### config.mk
export PLATFORM = sky130hd
export DESIGN_NAME = wb_demux8x64
export DESIGN_NICKNAME = d
export VERILOG_FILES = /design/src/rtl/wb_pkg.sv /design/src/rtl/wb_req_fifo.sv /design/src/rtl/wb_demux8x64.sv
export SDC_FILE = /design/constraint.sdc
export NUM_CORES = 1
export LEC_CHECK = 0
export ABC_AREA = 1
export CELL_PAD_IN_SITES_DETAIL_PLACEMENT = 1
export CELL_PAD_IN_SITES_GLOBAL_PLACEMENT = 1
export CORE_ASPECT_RATIO = 1.75
export CORE_MARGIN = 4
export CORE_UTILIZATION = 35
export DETAILED_ROUTE_END_ITERATION = 8
export GPL_TIMING_DRIVEN = 0
export PLACE_DENSITY = 0.79
export SLEW_MARGIN = 0
export SYNTH_ARGS = -nofsm -noshare
export SYNTH_HDL_FRONTEND = slang
export SYNTH_SLANG_ARGS = --single-unit
export TNS_END_PERCENT = 50
### constraint.sdc
create_clock -name clk -period 12.95 [get_ports clk]
set_input_delay 2.59 -clock clk [delete_from_list [all_inputs] [get_ports clk]]
set_output_delay 2.59 -clock clk [all_outputs]
set_load 0.01 [all_outputs]
### src/rtl/wb_pkg.sv
// rtl/wb_pkg.sv - shared slot constants, request type and select decoder for wb_demux8x64
package wb_pkg;

  localparam int WB_SLOTS  = 8;
  localparam int WB_SEL_W  = 3;
  localparam int WB_DATA_W = 64;

  // One queued write request: destination slot plus payload
  typedef struct packed {
    logic [WB_SEL_W-1:0]  sel;
    logic [WB_DATA_W-1:0] data;
  } wb_req_t;

  // Select to one-hot slot enable
  function automatic logic [WB_SLOTS-1:0] dec3to8(input logic [WB_SEL_W-1:0] sel);
    logic [WB_SLOTS-1:0] onehot;
    onehot      = '0;
    onehot[sel] = 1'b1;
    return onehot;
  endfunction

endpackage

### src/rtl/wb_req_fifo.sv
// rtl/wb_req_fifo.sv - synchronous FIFO of write requests in front of the slot registers
module wb_req_fifo
  import wb_pkg::*;
#(
  parameter int DEPTH = 2
) (
  input  logic    clk,
  input  logic    reset,
  input  logic    i_push,
  input  wb_req_t i_push_req,
  input  logic    i_pop,
  output wb_req_t o_head,
  output logic    o_full,
  output logic    o_empty
);

  localparam int PW = (DEPTH > 1) ? $clog2(DEPTH) : 1;
  localparam int CW = $clog2(DEPTH + 1);
  localparam logic [PW-1:0] LAST_PTR = PW'(DEPTH - 1);
  localparam logic [CW-1:0] FULL_CNT = CW'(DEPTH);

  wb_req_t       r_mem [DEPTH];
  logic [PW-1:0] r_wr_ptr;
  logic [PW-1:0] r_rd_ptr;
  logic [CW-1:0] r_count;
  logic          w_push;
  logic          w_pop;

  assign o_full  = (r_count == FULL_CNT);
  assign o_empty = (r_count == '0);
  assign w_push  = i_push && !o_full;
  assign w_pop   = i_pop && !o_empty;
  assign o_head  = r_mem[r_rd_ptr];

  // Entry storage needs no reset: occupancy decides what is readable
  always_ff @(posedge clk) begin
    if (w_push) begin
      r_mem[r_wr_ptr] <= i_push_req;
    end
  end

  // Circular pointers and occupancy count; reset drops every queued entry
  always_ff @(posedge clk or posedge reset) begin
    if (reset) begin
      r_wr_ptr <= '0;
      r_rd_ptr <= '0;
      r_count  <= '0;
    end else begin
      if (w_push) begin
        r_wr_ptr <= (r_wr_ptr == LAST_PTR) ? '0 : r_wr_ptr + 1'b1;
      end
      if (w_pop) begin
        r_rd_ptr <= (r_rd_ptr == LAST_PTR) ? '0 : r_rd_ptr + 1'b1;
      end
      case ({w_push, w_pop})
        2'b10:   r_count <= r_count + 1'b1;
        2'b01:   r_count <= r_count - 1'b1;
        default: r_count <= r_count;
      endcase
    end
  end

endmodule

### src/rtl/wb_demux8x64.sv
// rtl/wb_demux8x64.sv - 1:8 x 64-bit write demux into slot registers; WB_BUF_EN adds an input FIFO
module wb_demux8x64
  import wb_pkg::*;
#(
  parameter int WIDTH     = 64,
  parameter int BUF_DEPTH = 2
) (
  input  logic                clk,
  input  logic                reset,
  input  logic                in_valid,
  output logic                in_ready,
  input  logic [WB_SEL_W-1:0] in_sel,
  input  logic [WIDTH-1:0]    in_data,
  input  logic                hold,
  input  logic                clr_valid,
  output logic [WIDTH-1:0]    out0,
  output logic [WIDTH-1:0]    out1,
  output logic [WIDTH-1:0]    out2,
  output logic [WIDTH-1:0]    out3,
  output logic [WIDTH-1:0]    out4,
  output logic [WIDTH-1:0]    out5,
  output logic [WIDTH-1:0]    out6,
  output logic [WIDTH-1:0]    out7,
  output logic [WB_SLOTS-1:0] out_valid,
  output logic                busy
);

  logic                w_accept;
  logic                w_wr_en;
  logic [WB_SEL_W-1:0] w_wr_sel;
  logic [WIDTH-1:0]    w_wr_data;
  logic [WB_SLOTS-1:0] w_wr_onehot;

  logic [WIDTH-1:0]    r_slot [WB_SLOTS];
  logic [WB_SLOTS-1:0] r_valid;

`ifdef WB_BUF_EN
  wb_req_t w_in_req;
  wb_req_t w_head;
  logic    w_full;
  logic    w_empty;
  logic    w_push;
  logic    w_pop;
  logic    w_bypass;

  assign in_ready = !w_full && !reset;
  assign w_accept = in_valid && in_ready;
  assign w_in_req = '{sel: in_sel, data: in_data};

  // Queued entries always drain first so a bypass can never overtake them
  assign w_pop    = !w_empty && !hold;
  assign w_bypass = w_accept && w_empty && !hold;
  assign w_push   = w_accept && !w_bypass;

  assign w_wr_en   = w_pop || w_bypass;
  assign w_wr_sel  = w_pop ? w_head.sel  : in_sel;
  assign w_wr_data = w_pop ? w_head.data : in_data;
  assign busy      = !w_empty || (w_accept && hold);

  wb_req_fifo #(
    .DEPTH      (BUF_DEPTH)
  ) u_req_fifo (
    .clk        (clk),
    .reset      (reset),
    .i_push     (w_push),
    .i_push_req (w_in_req),
    .i_pop      (w_pop),
    .o_head     (w_head),
    .o_full     (w_full),
    .o_empty    (w_empty)
  );
`else
  // No storage: a stall simply refuses the request
  assign in_ready  = !hold && !reset;
  assign w_accept  = in_valid && in_ready;
  assign w_wr_en   = w_accept;
  assign w_wr_sel  = in_sel;
  assign w_wr_data = in_data;
  assign busy      = 1'b0;
`endif

  assign w_wr_onehot = w_wr_en ? dec3to8(w_wr_sel) : '0;

  // Slot registers: only the decoded slot loads, the rest hold
  always_ff @(posedge clk or posedge reset) begin
    if (reset) begin
      for (int i = 0; i < WB_SLOTS; i++) begin
        r_slot[i] <= '0;
      end
    end else begin
      for (int i = 0; i < WB_SLOTS; i++) begin
        if (w_wr_onehot[i]) begin
          r_slot[i] <= w_wr_data;
        end
      end
    end
  end

  // Valid flags: a same-edge write survives the clear
  always_ff @(posedge clk or posedge reset) begin
    if (reset) begin
      r_valid <= '0;
    end else if (clr_valid) begin
      r_valid <= w_wr_onehot;
    end else begin
      r_valid <= r_valid | w_wr_onehot;
    end
  end

  assign out0      = r_slot[0];
  assign out1      = r_slot[1];
  assign out2      = r_slot[2];
  assign out3      = r_slot[3];
  assign out4      = r_slot[4];
  assign out5      = r_slot[5];
  assign out6      = r_slot[6];
  assign out7      = r_slot[7];
  assign out_valid = r_valid;

endmodule

=== Word-level counts from Yosys, hierarchy flattened ===
Index checks and enable logic that the tools add are counted.

* Add/subtract/negate cells: 0
* Multiply operators: 0
* Div/mod/pow operators: 0
* Order comparisons: 2
* Equal/unequal tests: 0
* Shifts and indexed selects: 0
* Mux-type cells: 4
* Bitwise operators: 1
* Reduce and logical (&&, ||, !) cells: 5

{| class="wikitable"
|+ Operators by type and width
! operator !! number
|-
| 8-bit 2-to-1 mux || 2
|-
| 8-bit OR || 1
|-
| 3-bit by 4-bit less-than comparator with 1-bit output, second input constant || 1
|-
| 1-bit demux with 3-bit select || 1
|-
| 3-bit by 1-bit greater-or-equal comparator with 1-bit output, second input constant || 1
|-
| 1-bit logical AND || 3
|-
| 1-bit logical NOT || 2
|-
| 1-bit 2-to-1 mux || 1
|}

* Register bits after elaboration: 520
* Bits in latches: 0
* Bits in writable memories: 0
* ROM bits: 0
* Output and inout bits: 522
* Word-level logic and storage cells: 21
* Memories kept: 0

=== Longest topological paths before layout ===
Gate-level depths: netlist of run 1.

* Depth after elaboration: 7
* Gate-level depth with buffers: 9
* Depth with buffers taken out: 6

=== Worst setup path after synthesis of run 1 ===
OpenSTA, ideal clock, no wires.

* Path kind: input port to output port
* From: input port reset
* To: output port in_ready
* Arrival time: 8,981 ps
* Data required time: 10,360 ps
* Slack: 1,379 ps
* Cell stages on the path: 3
* Path through: inv_2 -> nand2_2 -> inv_1

* Word-level cells in the longest chain between the ends: 2

{| class="wikitable"
|+ RTL lines
! what !! line !! source
|-
| from (decl) || wb_demux8x64.sv:9 || <nowiki>input logic reset,</nowiki>
|-
| 1-bit logical NOT (no source line) || n/a ||
|-
| 1-bit logical AND || wb_demux8x64.sv:74 || <nowiki>assign in_ready = !hold && !reset;</nowiki>
|-
| to (decl) || wb_demux8x64.sv:11 || <nowiki>output logic in_ready,</nowiki>
|}

Every way passes these cells.

=== Worst setup path after layout of run 1 ===
Same ends and word-level chain as after synthesis.

==> flow_metrics.tcl, run 1 <==
set metrics [dict create \
    grt_pass1_vias 20500 \
    setup_tns_ns 0 \
    yosysSeqAreaShare 0.626 \
    cts_resized 0 \
    synth_area_mm2 0.0208 \
    final_cell_mix "1226 x nand2_1, 527 x clkdlybuf4s50_1, 520 x dfrtp_1" \
    antenna_found_initial 1 \
    n_fill_cell 6858 \
    postSynthAreaPerCell_um2 8.97 \
    dp.final_hpwl_um 67200 \
    hold_viol_final 0 \
    total_power_w 0.00494 \
    maxCapViolCount 0 \
    first_iter_violations 1146 \
    yosysUniqueCellTypes 17 \
    synthCells 2320 \
    fin_crit_sh 0.613 \
    vias_per_cell 5.09 \
    io_pins 594 \
    coreArea_mm2 0.0591 \
    dieHeight_um 331 \
    mostFrequentLayoutCell "nand2_1" \
    hold_path.class "register to register" \
    tritoncts "yes" \
    clk_path_buf_depth 3 \
    clock_latency_ns 0.59 \
    regArea_mm2 0.0130 \
    htreeDepth 2 \
    ant_nets 0 \
    cts_setup_buffers 0 \
    end_kind "output pin" \
    yosysTopAreaCell "dfrtp_1" \
    first_pass_iters 5 \
    fp-row-count 118 \
    wl_per_cell_um 24.5 \
    die_x_um 192 \
    post-route-min-period_ns 7.93 \
    crit_type "input pin to output pin" \
    port_buffers 527 \
    grt_overflow 0 \
    synth_top_area_share 0.626 \
    cts-root-buf "clkbuf_16" \
    syn-num-nets 2392 \
    critPathLaunch "reset" \
    fin_nets 2975 \
    area_delta_synth_final_pct 38.9 \
    initial_utilization 0.352 \
    fin_worst_skew_ns 0 \
    drive_above_1_share 0.0962 \
    synthTopCellsByArea "dfrtp_1 63%, nand2_1 22%, nand3_1 7.8%, buf_2 2.1%, buf_4 2.0%" \
    grtUsageTotal 0.278 \
    cp-start-kind "input pin" \
    power_density_mw_per_mm2 171 \
    routed_wl_um 91400 \
    hp-start "out7[14]" \
    required_ns 10.36 \
    drc 0 \
    holdWs_ns 0.470 \
    max_freq_mhz 126 \
    cts_hold_buf 0 \
    r2r_slack_ns 12.24 \
    clock-sinks 520 \
    grt_pass1_wl_um 133000 \
    routabilityCongestion 0.850 \
    grt_max_degree 129 \
    cp_max_fo 120 \
    setup_violations 0 \
    numCtsBuffers 50 \
    multi_input_area_mm2 0.00636 \
    yosys_warnings 0 \
    r2r_start "out6[55]" \
    tightest_slew_ns 0.789 \
    maxSlewHeadroom 0.473 \
    p_leak_nw 14.8 \
    rsz0062_at_grt "false" \
    critPathArrivalTime_ns 5.34 \
    ys_ff_latch 520 \
    final_max_slew_viol_count 0 \
    ir_drop_mv 0.115 \
    fp.dieArea_mm2 0.0636 \
    vias 19000 \
    status "finished clean" \
    path_clk_slew_ns 0.06 \
]
metrics by stage:
stage | std cells | util | area [um2] | setup slack (ns)
after global routing | 3723 | 0.489 | 28900 | 4.76
final | 3724 | 0.489 | 28900 | 5.02
after detailed placement | 3631 | 0.460 | 27200 | 4.99
after global placement | 3627 | 0.458 | 27100 | -1.82
after CTS | 3723 | 0.489 | 28900 | 4.97
after floorplan | 2320 | - | 20800 | 1.38
per-layer routing:
metal	GRT usage	routed length, um
met1	0.301	32400
met2	0.496	46700
met5	0	0
met3	0.0620	5880
met4	0.159	6410
where the power goes:
part | total, W | internal, W | switching, W
clock | 0.00156 | 0.000878 | 0.000678
sequential | 0.00212 | 0.00192 | 0.000194
combinational | 0.00127 | 0.000624 | 0.000643
logic make-up (layout without fill, tap and decap cells):
group	after synthesis	after routing	synth area share
AOI/OAI and AO/OA	8	8	0.00192
other	1	2	0.000180
buffers and inverters	229	852	0.0688
and+or+nand+nor	1562	1562	0.304
DFF	520	520	0.626
sequential cells by signal, summed over array words and instances, names as in the netlist:
register	count
out0	64
out1	64
out2	64
out3	64
out4	64
out5	64
out6	64
out7	64
out_valid	8
cell type report:
cell class                 count  area share
sequential                   520       0.450
multi-input combinational   1571       0.220
timing repair buffer         531       0.186
clock buffer                  67      0.0508
buffer                       211      0.0472
tap                          780      0.0338
clock inverter                25     0.00866
inverter                      18     0.00260
antenna                        1   0.0000866
cells in the mapped netlist, drive strengths merged:
library cell and count:
nor2 9, conb 1, nand3 324, buf 177, dfrtp 520, o21ai 8
nand2 1229, clkbuf 34, inv 18
critical path, stage by stage:
cell,delay [ns]
clkdlybuf4s50_1,0.50
inv_8,0.27
buf_16,0.48
buf_16,0.46
nand2_2,0.17
inv_1,0.09
clkdlybuf4s50_1,0.53
worst paths after layout:
path                       depth (start not counted)        to
max                                                7  in_ready
min                                                2  out7[14]
max reg2reg                                        2  out6[55]
min reg2reg                                        2  out7[14]
max in group asynchronous                          4  out4[52]
min in group asynchronous                          2  out7[21]
Power figures use the tool's default switching activity.
==> run 2, diff against run 1 <==
==> constraint.sdc (replaced) <==
create_clock -name clk -period 8.2 [get_ports clk]
set_input_delay 1.64 -clock clk [delete_from_list [all_inputs] [get_ports clk]]
set_output_delay 1.64 -clock clk [all_outputs]
set_load 0.01 [all_outputs]
==> flow_metrics.tcl, run 2 (synthesized netlist as in run 1, its figures left out) <==
set metrics [dict create \
    htreeDepth 2 \
    tightest_slew_ns 1.17 \
    first_iter_violations 926 \
    grt_pass1_wl_um 132000 \
    fin_area_mm2 0.0287 \
    initial_utilization 0.352 \
    post-route-min-period_ns 6.32 \
    max_stage_delay_ns 0.58 \
    cp_max_fo 192 \
    place_ws_ns 1.90 \
    required_ns 6.56 \
    vias 18500 \
    crit_type "input pin to output pin" \
    dieHeight_um 331 \
    clock-sinks 520 \
    critPathArrivalTime_ns 4.68 \
    clk_path_buf_depth 3 \
    regArea_mm2 0.0130 \
    path_cells "clkdlybuf4s50_1, inv_16, buf_16, buf_16, nand2_2, inv_1, clkdlybuf4s50_1" \
    holdWs_ns 0.472 \
    multi_input_area_mm2 0.00636 \
    clock_latency_ns 0.57 \
    io_pins 594 \
    grt_overflow 0 \
    fp.dieArea_mm2 0.0636 \
    port_buffers 527 \
    end_kind "output pin" \
    status "finished clean" \
    finalNonFillerCells 3714 \
    maxCapViolCount 0 \
    grt_pass1_vias 20200 \
    final_max_slew_viol_count 0 \
    path_clk_slew_ns 0.07 \
    cts_hold_buf 0 \
    antenna_found_initial 2 \
    coreArea_mm2 0.0591 \
    power_density_mw_per_mm2 267 \
    maxSlewHeadroom 0.221 \
    fp-row-count 118 \
    routed_wl_um 90100 \
    die_x_um 192 \
    cts_resized 0 \
    setup_tns_ns 0 \
    grt_max_degree 193 \
    ir_drop_mv 0.194 \
    hold_path.class "register to register" \
    grtUsageTotal 0.278 \
    first_pass_iters 5 \
    setup_violations 0 \
    cp-start-kind "input pin" \
    dp.final_hpwl_um 66500 \
    numCtsBuffers 48 \
    dp.cells 3630 \
    p_leak_nw 14.7 \
    fin_nets 2972 \
    vias_per_cell 4.99 \
    max_freq_mhz 158 \
    n_fill_cell 6841 \
    slowest_stage "clkdlybuf4s50_1" \
    wl_per_cell_um 24.3 \
    rsz0062_at_grt "false" \
    cts-root-buf "clkbuf_16" \
    tritoncts "yes" \
    mostFrequentLayoutCell "nand2_1" \
    area_delta_synth_final_pct 38.2 \
    routabilityCongestion 0.877 \
    dpl_cell_area_mm2 0.0272 \
    cts_setup_buffers 0 \
    hold_viol_final 0 \
    fin_worst_skew_ns 0 \
    drive_above_1_share 0.0904 \
    drc 0 \
    worst_slack_ns 1.88 \
    fin_crit_sh 0.771 \
    ant_nets 0 \
    final_cell_mix "1226 x nand2_1, 527 x clkdlybuf4s50_1, 520 x dfrtp_1" \
]
run 2: cell count changes in the layout (fill, tap and decap cells not counted):
cell        previous run  this run
clkinv_2              15         6
clkbuf_1              39        47
clkbuf_16             53        49
clkinvlp_4             4         0
buf_16                 4         3
bufinv_16              4         5
clkbuf_8               9        10
clkinv_4               1         0
clkinv_8               1         0
inv_16                 0         1
inv_8                  1         0
run 2: metrics by stage:
stage          utilization  power, W
2_1_floorplan            -   0.00401
4_1_cts              0.487   0.00773
6_report             0.487   0.00767
3_5_place_dp         0.460   0.00538
3_3_place_gp         0.458   0.00528
5_1_grt              0.487   0.00800
run 2: worst max-delay path, delay by kind of cell:
family | cells | cell delay (ns)
buf+inv | 6 | 2.39
simple gates | 1 | 0.16
run 2: worst paths after layout:
kind,to,slack (ns),from,cells after the start
max,in_ready,1.88,reset,7
min,out3[63],0.47,out3[63],2
max reg2reg,out2[57],7.49,out2[57],2
min reg2reg,out3[63],0.47,out3[63],2
max in group asynchronous,out3[50],4.63,reset,4
min in group asynchronous,out7[23],1.46,reset,2
run 2: power breakdown:
part / switching (W) / leakage (nW) / internal [W]
sequential: 0.000305 / 6.75 / 0.00303
clock: 0.000998 / 0.785 / 0.00134
combinational: 0.00101 / 7.21 / 0.000985
run 2: metal layers:
layer	vias to the layer above	track usage	wire length, um
li1	8320	-	-
met1	9340	0.310	32800
met2	666	0.491	45800
met3	211	0.0603	5760
met4	0	0.148	5790
met5	-	0	0
run 2: final cells by class:
cell class | count | share of cell area
Multi-Input combinational cell | 1571 | 0.221
Timing Repair Buffer | 530 | 0.186
Antenna cell | 1 | 0.0000871
Tap cell | 780 | 0.0339
Buffer | 211 | 0.0474
Sequential cell | 520 | 0.453
Clock buffer | 72 | 0.0491
Clock inverter | 11 | 0.00627
Inverter | 18 | 0.00292
==> run 3, diff against run 2 <==
==> constraint.sdc (replaced) <==
create_clock -name clk -period 6.35 [get_ports clk]
set_input_delay 1.27 -clock clk [delete_from_list [all_inputs] [get_ports clk]]
set_output_delay 1.27 -clock clk [all_outputs]
set_load 0.01 [all_outputs]
==> flow_metrics.tcl, run 3 (synthesized netlist as in run 1, its figures left out) <==
set metrics [dict create \
    place_ws_ns 0.943 \
    reg2reg_depth 2 \
    drive_above_1_share 0.0939 \
    fin_nets 2972 \
    final_max_slew_viol_count 0 \
    r2r_slack_ns 5.66 \
    grtUsageTotal 0.277 \
    clock_latency_ns 0.58 \
    antenna_cells 0 \
    ir_drop_mv 0.252 \
    wl_per_cell_um 24.2 \
    grt_pass1_vias 20600 \
    io_pins 594 \
    hold_path.class "register to register" \
    dp.final_hpwl_um 66400 \
    tightest_slew_ns 1.15 \
    dieHeight_um 331 \
    cts_setup_buffers 0 \
    critPathArrivalTime_ns 4.10 \
    vias 18800 \
    grt_use_met2 0.479 \
    crit_type "input pin to output pin" \
    vias_per_cell 5.05 \
    power_density_mw_per_mm2 347 \
    cts_resized 0 \
    status "finished clean" \
    post-route-min-period_ns 5.37 \
    clock-sinks 520 \
    first_iter_violations 977 \
    routabilityCongestion 0.869 \
    drc 0 \
    maxCapViolCount 0 \
    worst_slack_ns 0.981 \
    fp.dieArea_mm2 0.0636 \
    holdWs_ns 0.470 \
    finalNonFillerCells 3719 \
    die_x_um 192 \
    routed_wl_um 90200 \
    area_delta_synth_final_pct 38.4 \
    busiest_layer "met2" \
    numCtsBuffers 49 \
    htreeDepth 2 \
    antenna_found_initial 2 \
    grt_pass1_wl_um 132000 \
    cts-root-buf "clkbuf_16" \
    met3_usage 0.0703 \
    rsz0062_at_grt "false" \
    cp-start-kind "input pin" \
    ant_nets 0 \
    max_freq_mhz 186 \
    mostFrequentLayoutCell "nand2_1" \
    grt_overflow 0 \
    maxSlewHeadroom 0.233 \
    port_buffers 527 \
    fin_crit_sh 0.845 \
    initial_utilization 0.352 \
    required_ns 5.08 \
    cp_max_fo 192 \
    tritoncts "yes" \
    fp-row-count 118 \
    hold_viol_final 0 \
    p_leak_nw 14.8 \
    dp.cells 3629 \
    fin_worst_skew_ns 0 \
    whs_path_depth 2 \
    grt_max_degree 193 \
    grt_use_met1 0.301 \
    coreArea_mm2 0.0591 \
    path_clk_slew_ns 0.06 \
    setup_violations 0 \
    cts_hold_buf 0 \
    end_kind "output pin" \
    final_cell_mix "1226 x nand2_1, 527 x clkdlybuf4s50_1, 520 x dfrtp_1" \
    first_pass_iters 6 \
    clk_path_buf_depth 3 \
]
run 3: worst paths after layout:
kind / end / startpoint
setup / recovery: in_ready / reset
hold / removal: out5[59] / out5[59]
setup reg to reg: out_valid[2] / out_valid[2]
hold reg to reg: out5[59] / out5[59]
max in group asynchronous: out3[57] / reset
min in group asynchronous: out5[20] / reset
run 3: final cells by class:
cell class	count	area, um2
Inverter	18	83.8
Sequential cell	520	13000
Timing Repair Buffer	529	5330
Buffer	211	1360
Clock inverter	17	175
Clock buffer	73	1500
Multi-Input combinational cell	1571	6360
Tap cell	780	976
Fill cell	6797	30300
run 3: critical path, stage by stage:
cell	delay, ns
clkdlybuf4s50_1	0.58
inv_16	0.48
buf_16	0.60
nand2_2	0.16
inv_1	0.10
clkdlybuf4s50_1	0.53
run 3: power by group:
part / leakage [nW] / switching, W / internal [W]
Sequential: 6.75 / 0.000387 / 0.00392
Combinational: 7.20 / 0.00130 / 0.00127
Clock: 0.825 / 0.00135 / 0.00176
run 3: per-layer routing:
layer | part of all wire | wire (um) | vias up
met5 | 0.00014 | 13 | -
met1 | 0.35 | 31900 | 9459
met2 | 0.50 | 44700 | 743
li1 | - | - | 8316
met4 | 0.077 | 6920 | 2
met3 | 0.074 | 6640 | 275
run 3: metrics by stage:
stage / power [W] / TNS (ns) / instance area (um2) / utilization
after floorplan: 0.00518 / 0 / 20800 / -
after global placement: 0.00682 / -348.38 / 27100 / 0.458
after detailed placement: 0.00694 / 0 / 27100 / 0.459
after CTS: 0.0101 / 0 / 28800 / 0.488
after global routing: 0.0104 / 0 / 28800 / 0.488
final: 0.00998 / 0 / 28800 / 0.488
